--- src/rtl/agc.sv ---
// Automatic gain control: windowed |I|+|Q| average steers a Q16.16 gain toward TARGET.
// Optional fast clip back-off is compiled in with `define AGC_CLIP_DETECT_EN.
module agc #(
  parameter logic [31:0] INIT_GAIN  = 32'h0001_0000,
  parameter logic [31:0] GAIN_MIN   = 32'h0000_1000,
  parameter logic [31:0] GAIN_MAX   = 32'h0040_0000,
  parameter int unsigned TARGET     = 8192,
  parameter int unsigned HYST       = 1024,
  parameter int unsigned STEP_SHIFT = 4,
  parameter int unsigned WIN_LOG2   = 6,
  parameter int unsigned CLIP_LEVEL = 30000
) (
  input  logic               clk,
  input  logic               arst,
  input  logic signed [15:0] data_in_I,
  input  logic signed [15:0] data_in_Q,
  output logic [31:0]        gain
);

  localparam int unsigned ACC_W   = 17 + WIN_LOG2;
  localparam int unsigned HI_TH   = TARGET + HYST;
  localparam int unsigned LO_TH   = TARGET - HYST;
  localparam logic [WIN_LOG2-1:0] CNT_LAST = '1;

  // A clip level above full scale could never fire; catch it at elaboration.
  if (CLIP_LEVEL > 32768) begin : g_bad_clip
    $error("CLIP_LEVEL exceeds 16-bit full scale");
  end
  if (WIN_LOG2 < 1) begin : g_bad_win
    $error("WIN_LOG2 must be at least 1");
  end

  // 17-bit result so that |-32768| = 32768 is representable.
  function automatic logic [16:0] abs17(input logic signed [15:0] x);
    logic [16:0] ext;
    ext = {x[15], x};
    return x[15] ? (17'd0 - ext) : ext;
  endfunction

  logic [16:0]         mag_q, mag_d;
  logic [ACC_W-1:0]    acc_q, acc_d;
  logic [WIN_LOG2-1:0] count_q, count_d;
  logic [31:0]         gain_q, gain_d;

  logic [16:0]         abs_i, abs_q;
  logic [ACC_W-1:0]    sum, avg;
  logic [32:0]         gain_ext, step, upd;
  logic [31:0]         upd_clamped;
  logic                win_end;

`ifdef AGC_CLIP_DETECT_EN
  logic                clip_q, clip_d;
  logic [31:0]         gain_half;
`endif

  always_comb begin
    // NOTE: every signal gets a default before any branch so no latch is inferred.
    abs_i    = abs17(data_in_I);
    abs_q    = abs17(data_in_Q);
    mag_d    = abs_i + abs_q;

    sum      = acc_q + ACC_W'(mag_q);
    avg      = sum >> WIN_LOG2;
    win_end  = (count_q == CNT_LAST);

    gain_ext = {1'b0, gain_q};
    step     = gain_ext >> STEP_SHIFT;
    if (avg > ACC_W'(HI_TH)) begin
      upd = gain_ext - step;
    end else if (avg < ACC_W'(LO_TH)) begin
      upd = gain_ext + step;
    end else begin
      upd = gain_ext;
    end

    if (upd > {1'b0, GAIN_MAX}) begin
      upd_clamped = GAIN_MAX;
    end else if (upd < {1'b0, GAIN_MIN}) begin
      upd_clamped = GAIN_MIN;
    end else begin
      upd_clamped = upd[31:0];
    end

    gain_d  = gain_q;
    acc_d   = acc_q + ACC_W'(mag_q);
    count_d = count_q + 1'b1;
    if (win_end) begin
      gain_d  = upd_clamped;
      acc_d   = '0;
      count_d = '0;
    end

`ifdef AGC_CLIP_DETECT_EN
    clip_d    = (abs_i >= 17'(CLIP_LEVEL)) || (abs_q >= 17'(CLIP_LEVEL));
    gain_half = gain_q >> 1;
    // Clip back-off overrides a coincident window-end update and restarts the window.
    if (clip_q) begin
      gain_d  = (gain_half < GAIN_MIN) ? GAIN_MIN : gain_half;
      acc_d   = '0;
      count_d = '0;
    end
`endif
  end

  // NOTE: sequential state uses non-blocking assignments so all registers update together.
  always_ff @(posedge clk) begin
    if (arst) begin
      gain_q  <= INIT_GAIN;
      mag_q   <= '0;
      acc_q   <= '0;
      count_q <= '0;
`ifdef AGC_CLIP_DETECT_EN
      clip_q  <= 1'b0;
`endif
    end else begin
      gain_q  <= gain_d;
      mag_q   <= mag_d;
      acc_q   <= acc_d;
      count_q <= count_d;
`ifdef AGC_CLIP_DETECT_EN
      clip_q  <= clip_d;
`endif
    end
  end

  assign gain = gain_q;

endmodule

--- config.mk ---
export PLATFORM = sky130hd
export DESIGN_NAME = agc
export DESIGN_NICKNAME = d
export VERILOG_FILES = /design/src/rtl/agc.sv
export SDC_FILE = /design/constraint.sdc
export NUM_CORES = 1
export LEC_CHECK = 0
export CAP_MARGIN = 20
export CORE_AREA = 8 8 151 153
export DETAILED_ROUTE_END_ITERATION = 16
export DIE_AREA = 0 0 159 161
export PLACE_DENSITY = 0.69
export SETUP_SLACK_MARGIN = 0.02
export SYNTH_ARGS = -nofsm -noshare
export SYNTH_HDL_FRONTEND = slang
export SYNTH_SLANG_ARGS = --single-unit
export TNS_END_PERCENT = 5
--- constraint.sdc ---
create_clock -name clk -period 10.05 [get_ports clk]
set_input_delay 2.01 -clock clk [delete_from_list [all_inputs] [get_ports clk]]
set_output_delay 2.01 -clock clk [all_outputs]
set_load 0.02 [all_outputs]
Word-level counts from Yosys, hierarchy flattened
Cells that the tools add are included.

word-level totals
  logic and storage cells = 23
  latch bits = 0
  output and inout port bits = 32
  bits in registers = 78
  ROM bits = 0
  bits in writable memories = 0
  memories kept = 0

cells by class
  multiplexer cells = 6
  equal/unequal tests = 1
  order comparisons = 4
  shift operators = 0
  reductions and logical operators = 1
  bitwise operators = 0
  add/subtract/negate cells = 7
  div/mod/pow operators = 0
  multiply operators = 0

operator list
  kind                   number
  $mux 33                2
  $mux 32                2
  $mux 17                2
  $sub 1x16->17 const A  2
  $add 32x28->33         1
  $gt 33x23->1 const B   1
  $lt 33x13->1 const B   1
  $sub 32x28->33         1
  $add 23x17->23         1
  $add 17x17->17         1
  $gt 17x14->1 const B   1
  $lt 17x13->1 const B   1
  $add 6x1->6 const B    1
  $eq 6x6->1 const B     1
  $reduce_or 2->1        1

Longest topological paths before layout
  depth in word-level cells = 7
  gate-level depth with buffers = 20

Least setup slack after synthesis
Ideal clock, no wire load.

  kind = input to register
  start point = in data_in_I[1]
  end point = reg mag_q[14]
  required time = 9.918 ns
  stages = 19
  arrival = 4.750 ns
  setup slack = 5.168 ns
  cell sequence = inv_1 ha_1 nand2_1 o21ai_0 inv_1 fa_1 nor2b_1 o21ai_0 a21boi_0 o21ai_0 a21boi_0 o21ai_0 a21oi_1 o21ai_0 a21oi_1 o21ai_0 a21oi_1 o21a_1 nor3_1

on the way
  longest elaborated chain between the ends = 3

RTL lines
  element               line  RTL
  from (decl)           15    input logic signed [15:0] data_in_I,
  $sub 1x16->17         37    return x[15] ? (17'd0 - ext) : ext;
  $mux 17 *             37
  $add 17x17->17 *      60    mag_d = abs_i + abs_q;
  to (signal assigned)  117   mag_q <= mag_d;
  to (decl)             40    logic [16:0] mag_q, mag_d;

Mark *: on every way between the ends. The rest lies on a longest branch, timed or not.
A chain may end at the register's enable or synchronous reset.

Final worst setup path
  start point = in data_in_I[0]
  end point = reg mag_q[14]

The elaborated chain is that of the path after synthesis.

==> impl_metrics.py <==
metrics = {
    "cts": {
        "tritoncts_clock_tree": "built",
        "worst_setup_hold_path_clk_slew_ps": 60,
        "tritoncts_num_sinks": 78,
        "post_cts_setup_buffer_count": 0,
        "clkLatencyLatePin_ps": 360,
        "cts.root.buffer_cell": "sky130_fd_sc_hd__clkbuf_16",
        "cts_inserted_buffers": 9,
        "postCtsResizedCells": 0,
        "clk_path_buf_depth": 2,
        "cts-htree-levels": 3,
        "cts_hold_bufs": 0,
    },
    "drt": {
        "post_drt_wl_per_cell_microns": 17.98,
        "drt_iter0_drc": 687,
        "ant_nets": 0,
        "vias_per_cell": 6.099,
        "drt_wl_total_microns": 27130,
        "drt_first_pass_iters": 5,
        "vias": 9203,
        "detail_route.drc_violations": 0,
    },
    "sta": {
        "fin_worst_skew_ps": 14.52,
        "slew_viol_final": 0,
        "worst_pin_slew_ps": 1037,
        "unrepaired_setup_endpoints_after_global_routing": "no",
        "finalHoldWorstSlack_ps": 449.6,
        "relative_max_transition_margin": 0.3027,
        "fmaxAchievable_mhz": 180.6,
        "final-setup-viol-count": 0,
        "fin_tns_setup_ps": 0,
        "final_min_period_over_clock_period": 0.5509,
        "final_period_minus_worst_setup_slack_ps": 5537,
        "final_hold_viol_count": 0,
    },
    "worst_setup_path": {
        "worst-endpoint-arrival_ps": 5760,
        "critPathRequiredTime_ps": 10270,
        "ff2ff_setup_slack_ps": 4710,
        "timing_worst_setup_path_type": "in2reg",
        "critPathMaxFanout": 4,
        "critical_path.endpoint_type": "flip-flop",
        "crit_path_start_kind": "input pin",
    },
    "layout": {
        "layout.cells.most_common": "sky130_fd_sc_hd__nor2_1",
        "diodes": 0,
        "total_area_of_multi_input_combinational_cells_sq_um": 6902,
        "filler_cell_count": 2100,
        "layout_overhead_on_the_synthesized_area_pct": 11.68,
        "layout_cell_share_with_drive_strength_beyond_1": 0.06483,
        "area.sequential_sq_um": 1562,
        "final_cell_mix": "131 x sky130_fd_sc_hd__nor2_1, 92 x sky130_fd_sc_hd__ha_1, 85 x sky130_fd_sc_hd__a21oi_1, 81 x sky130_fd_sc_hd__inv_1, 78 x sky130_fd_sc_hd__dfxtp_1",
        "finalCoreUtilization": 0.4918,
        "fin_nets": 1359,
        "fin_cells": 1509,
    },
    "floorplanning": {
        "chip_height_microns": 161,
        "dieArea_sq_um": 25600,
        "io_pins": 66,
        "core.rowCount": 53,
        "die_width_microns": 159,
        "start_util": 0.4404,
        "core_sq_um": 20560,
    },
    "synthesis": {
        "count_of_state_elements_after_synthesis": 78,
        "ys_seq_area_frac": 0.1725,
        "synth-edff-count": 0,
        "synthFlopType": "sky130_fd_sc_hd__dfxtp_1",
        "synthesis.area_sq_um": 9054,
        "synthCells": 1202,
        "syn_nets": 1332,
        "syn_avg_cell_area_sq_um": 7.532,
        "synth.largest_area_cell": "sky130_fd_sc_hd__dfxtp_1",
        "synth.yosys.warnings": 0,
        "ys_top_cells_by_area": "sky130_fd_sc_hd__dfxtp_1 17%, sky130_fd_sc_hd__ha_1 13%, sky130_fd_sc_hd__nor2_1 5.4%",
        "synth.distinct_cells": 98,
        "synth_largest_type_area_fraction": 0.1725,
        "ys_async_rst_share": 0,
    },
    "power": {
        "power.sequential.fraction": 0.328,
        "worst_ir_drop_vdd_uv": 77.55,
        "report.power.total_mw": 1.114,
        "static-leakage-power_nw": 4.132,
        "pwr-share-clk": 0.301,
        "net_switching_power_of_the_design_mw": 0.4042,
        "switching_share": 0.3629,
        "p_per_area_nw_per_um2": 110.2,
        "internal-power_mw": 0.7096,
        "combPwrFrac": 0.371,
    },
    "global_route": {
        "global_route.usage.total": 0.2096,
        "largest_net_degree_at_the_start_of_global_routing": 50,
        "grt_pass1_vias": 9164,
        "grt.overflow.total": 0,
        "grt_first_pass_wirelength_microns": 45060,
        "grt_antenna_before_repair": 0,
    },
    "placed_design": {
        "buffer_ports.inserted": 65,
        "gp_routability_congestion": 0.9534,
        "dp_hpwl_microns": 20760,
        "dp.cells": 1492,
    },
    "run_status": {
        "status": "completed",
    },
    "flow_run": {
        "timing.max_cap.violations": 0,
    },
    "worst_hold_path": {
        "hold_path.class": "reg2reg",
    },
}
-- worst paths after layout --
path                     start          to  cells past startpoint
setup / recovery  data_in_I[0]   mag_q[14]                     20
hold / removal      count_q[0]  count_q[0]                      1
setup reg to reg      mag_q[0]     gain[0]                     18
hold reg to reg     count_q[0]  count_q[0]                      1
-- power groups by stage --
stage | logic (mW) | registers, mW | clock network [mW]
after floorplan | 0.329 | 0.366 | 0
after global placement | 0.399 | 0.371 | 0
after detailed placement | 0.404 | 0.371 | 0
after CTS | 0.409 | 0.365 | 0.338
after global routing | 0.461 | 0.368 | 0.352
final | 0.413 | 0.365 | 0.336
-- through the flow --
step	setup WS, ps	area (sq um)
6_report	4513	10110
5_1_grt	3916	10110
4_1_cts	4512	10090
3_5_place_dp	4163	9799
3_3_place_gp	4262	9799
2_1_floorplan	5168	9054
-- registers in the layout (all words and copies together) (netlist names) --
signal and flops:
gain 32, acc_q 23, mag_q 17, count_q 6
-- cells by family after synthesis --
group / count (synthesis) / share of synthesized area
simple gates: 409 / 0.2271
xor+xnor: 73 / 0.07062
flops: 78 / 0.1725
compound gates: 403 / 0.3215
mux: 6 / 0.006910
fa+ha+maj: 96 / 0.1360
buf+inv: 137 / 0.06550
-- synthesized netlist by cell type, types with 16 or more instances --
cell type and n:
sky130_fd_sc_hd__nand2_1 78, sky130_fd_sc_hd__o31ai_1 24, sky130_fd_sc_hd__xor2_1 17, sky130_fd_sc_hd__ha_1 92, sky130_fd_sc_hd__nand3_1 26, sky130_fd_sc_hd__a21oi_1 85
sky130_fd_sc_hd__xnor2_1 56, sky130_fd_sc_hd__nand4_1 18, sky130_fd_sc_hd__inv_1 81, sky130_fd_sc_hd__nor2b_1 19, sky130_fd_sc_hd__or3_1 16, sky130_fd_sc_hd__nor2_1 131
sky130_fd_sc_hd__a211oi_1 16, sky130_fd_sc_hd__nor3_1 38, sky130_fd_sc_hd__and3_1 17, sky130_fd_sc_hd__clkbuf_1 26, sky130_fd_sc_hd__o21ai_0 65, sky130_fd_sc_hd__a21o_1 23
sky130_fd_sc_hd__dfxtp_1 78
-- cell type report --
class,instances,area share
inverter,83,0.03081
sequential,78,0.1544
multi-input combinational,987,0.6826
timing repair buffer,70,0.06930
clock inverter,6,0.006187
clock buffer,10,0.02265
tap,275,0.03403
-- per-layer routing --
layer	vias to the layer above	global-route usage	share of wire	wire length [microns]
met3	59	0.02672	0.053	1442
met1	4350	0.2545	0.44	11850
li1	4495	-	-	-
met4	0	0.08448	0.028	755
met5	-	0	0	0
met2	299	0.3695	0.48	13080
-- worst max-delay path, stage by stage --
cell and delay (ps):
sky130_fd_sc_hd__clkdlybuf4s50_1 550, sky130_fd_sc_hd__inv_1 60, sky130_fd_sc_hd__ha_1 270, sky130_fd_sc_hd__nand2_1 40, sky130_fd_sc_hd__o21ai_0 160, sky130_fd_sc_hd__inv_1 110, sky130_fd_sc_hd__fa_1 440, sky130_fd_sc_hd__nor2b_1 160
sky130_fd_sc_hd__o21ai_0 130, sky130_fd_sc_hd__a21boi_0 240, sky130_fd_sc_hd__o21ai_0 130, sky130_fd_sc_hd__a21boi_0 240, sky130_fd_sc_hd__o21ai_0 140, sky130_fd_sc_hd__a21oi_1 190, sky130_fd_sc_hd__o21ai_0 120, sky130_fd_sc_hd__a21oi_1 200
sky130_fd_sc_hd__o21ai_0 130, sky130_fd_sc_hd__a21oi_1 240, sky130_fd_sc_hd__o21a_1 160, sky130_fd_sc_hd__nor3_1 40
Note: power is estimated with default switching activity, not from simulation.
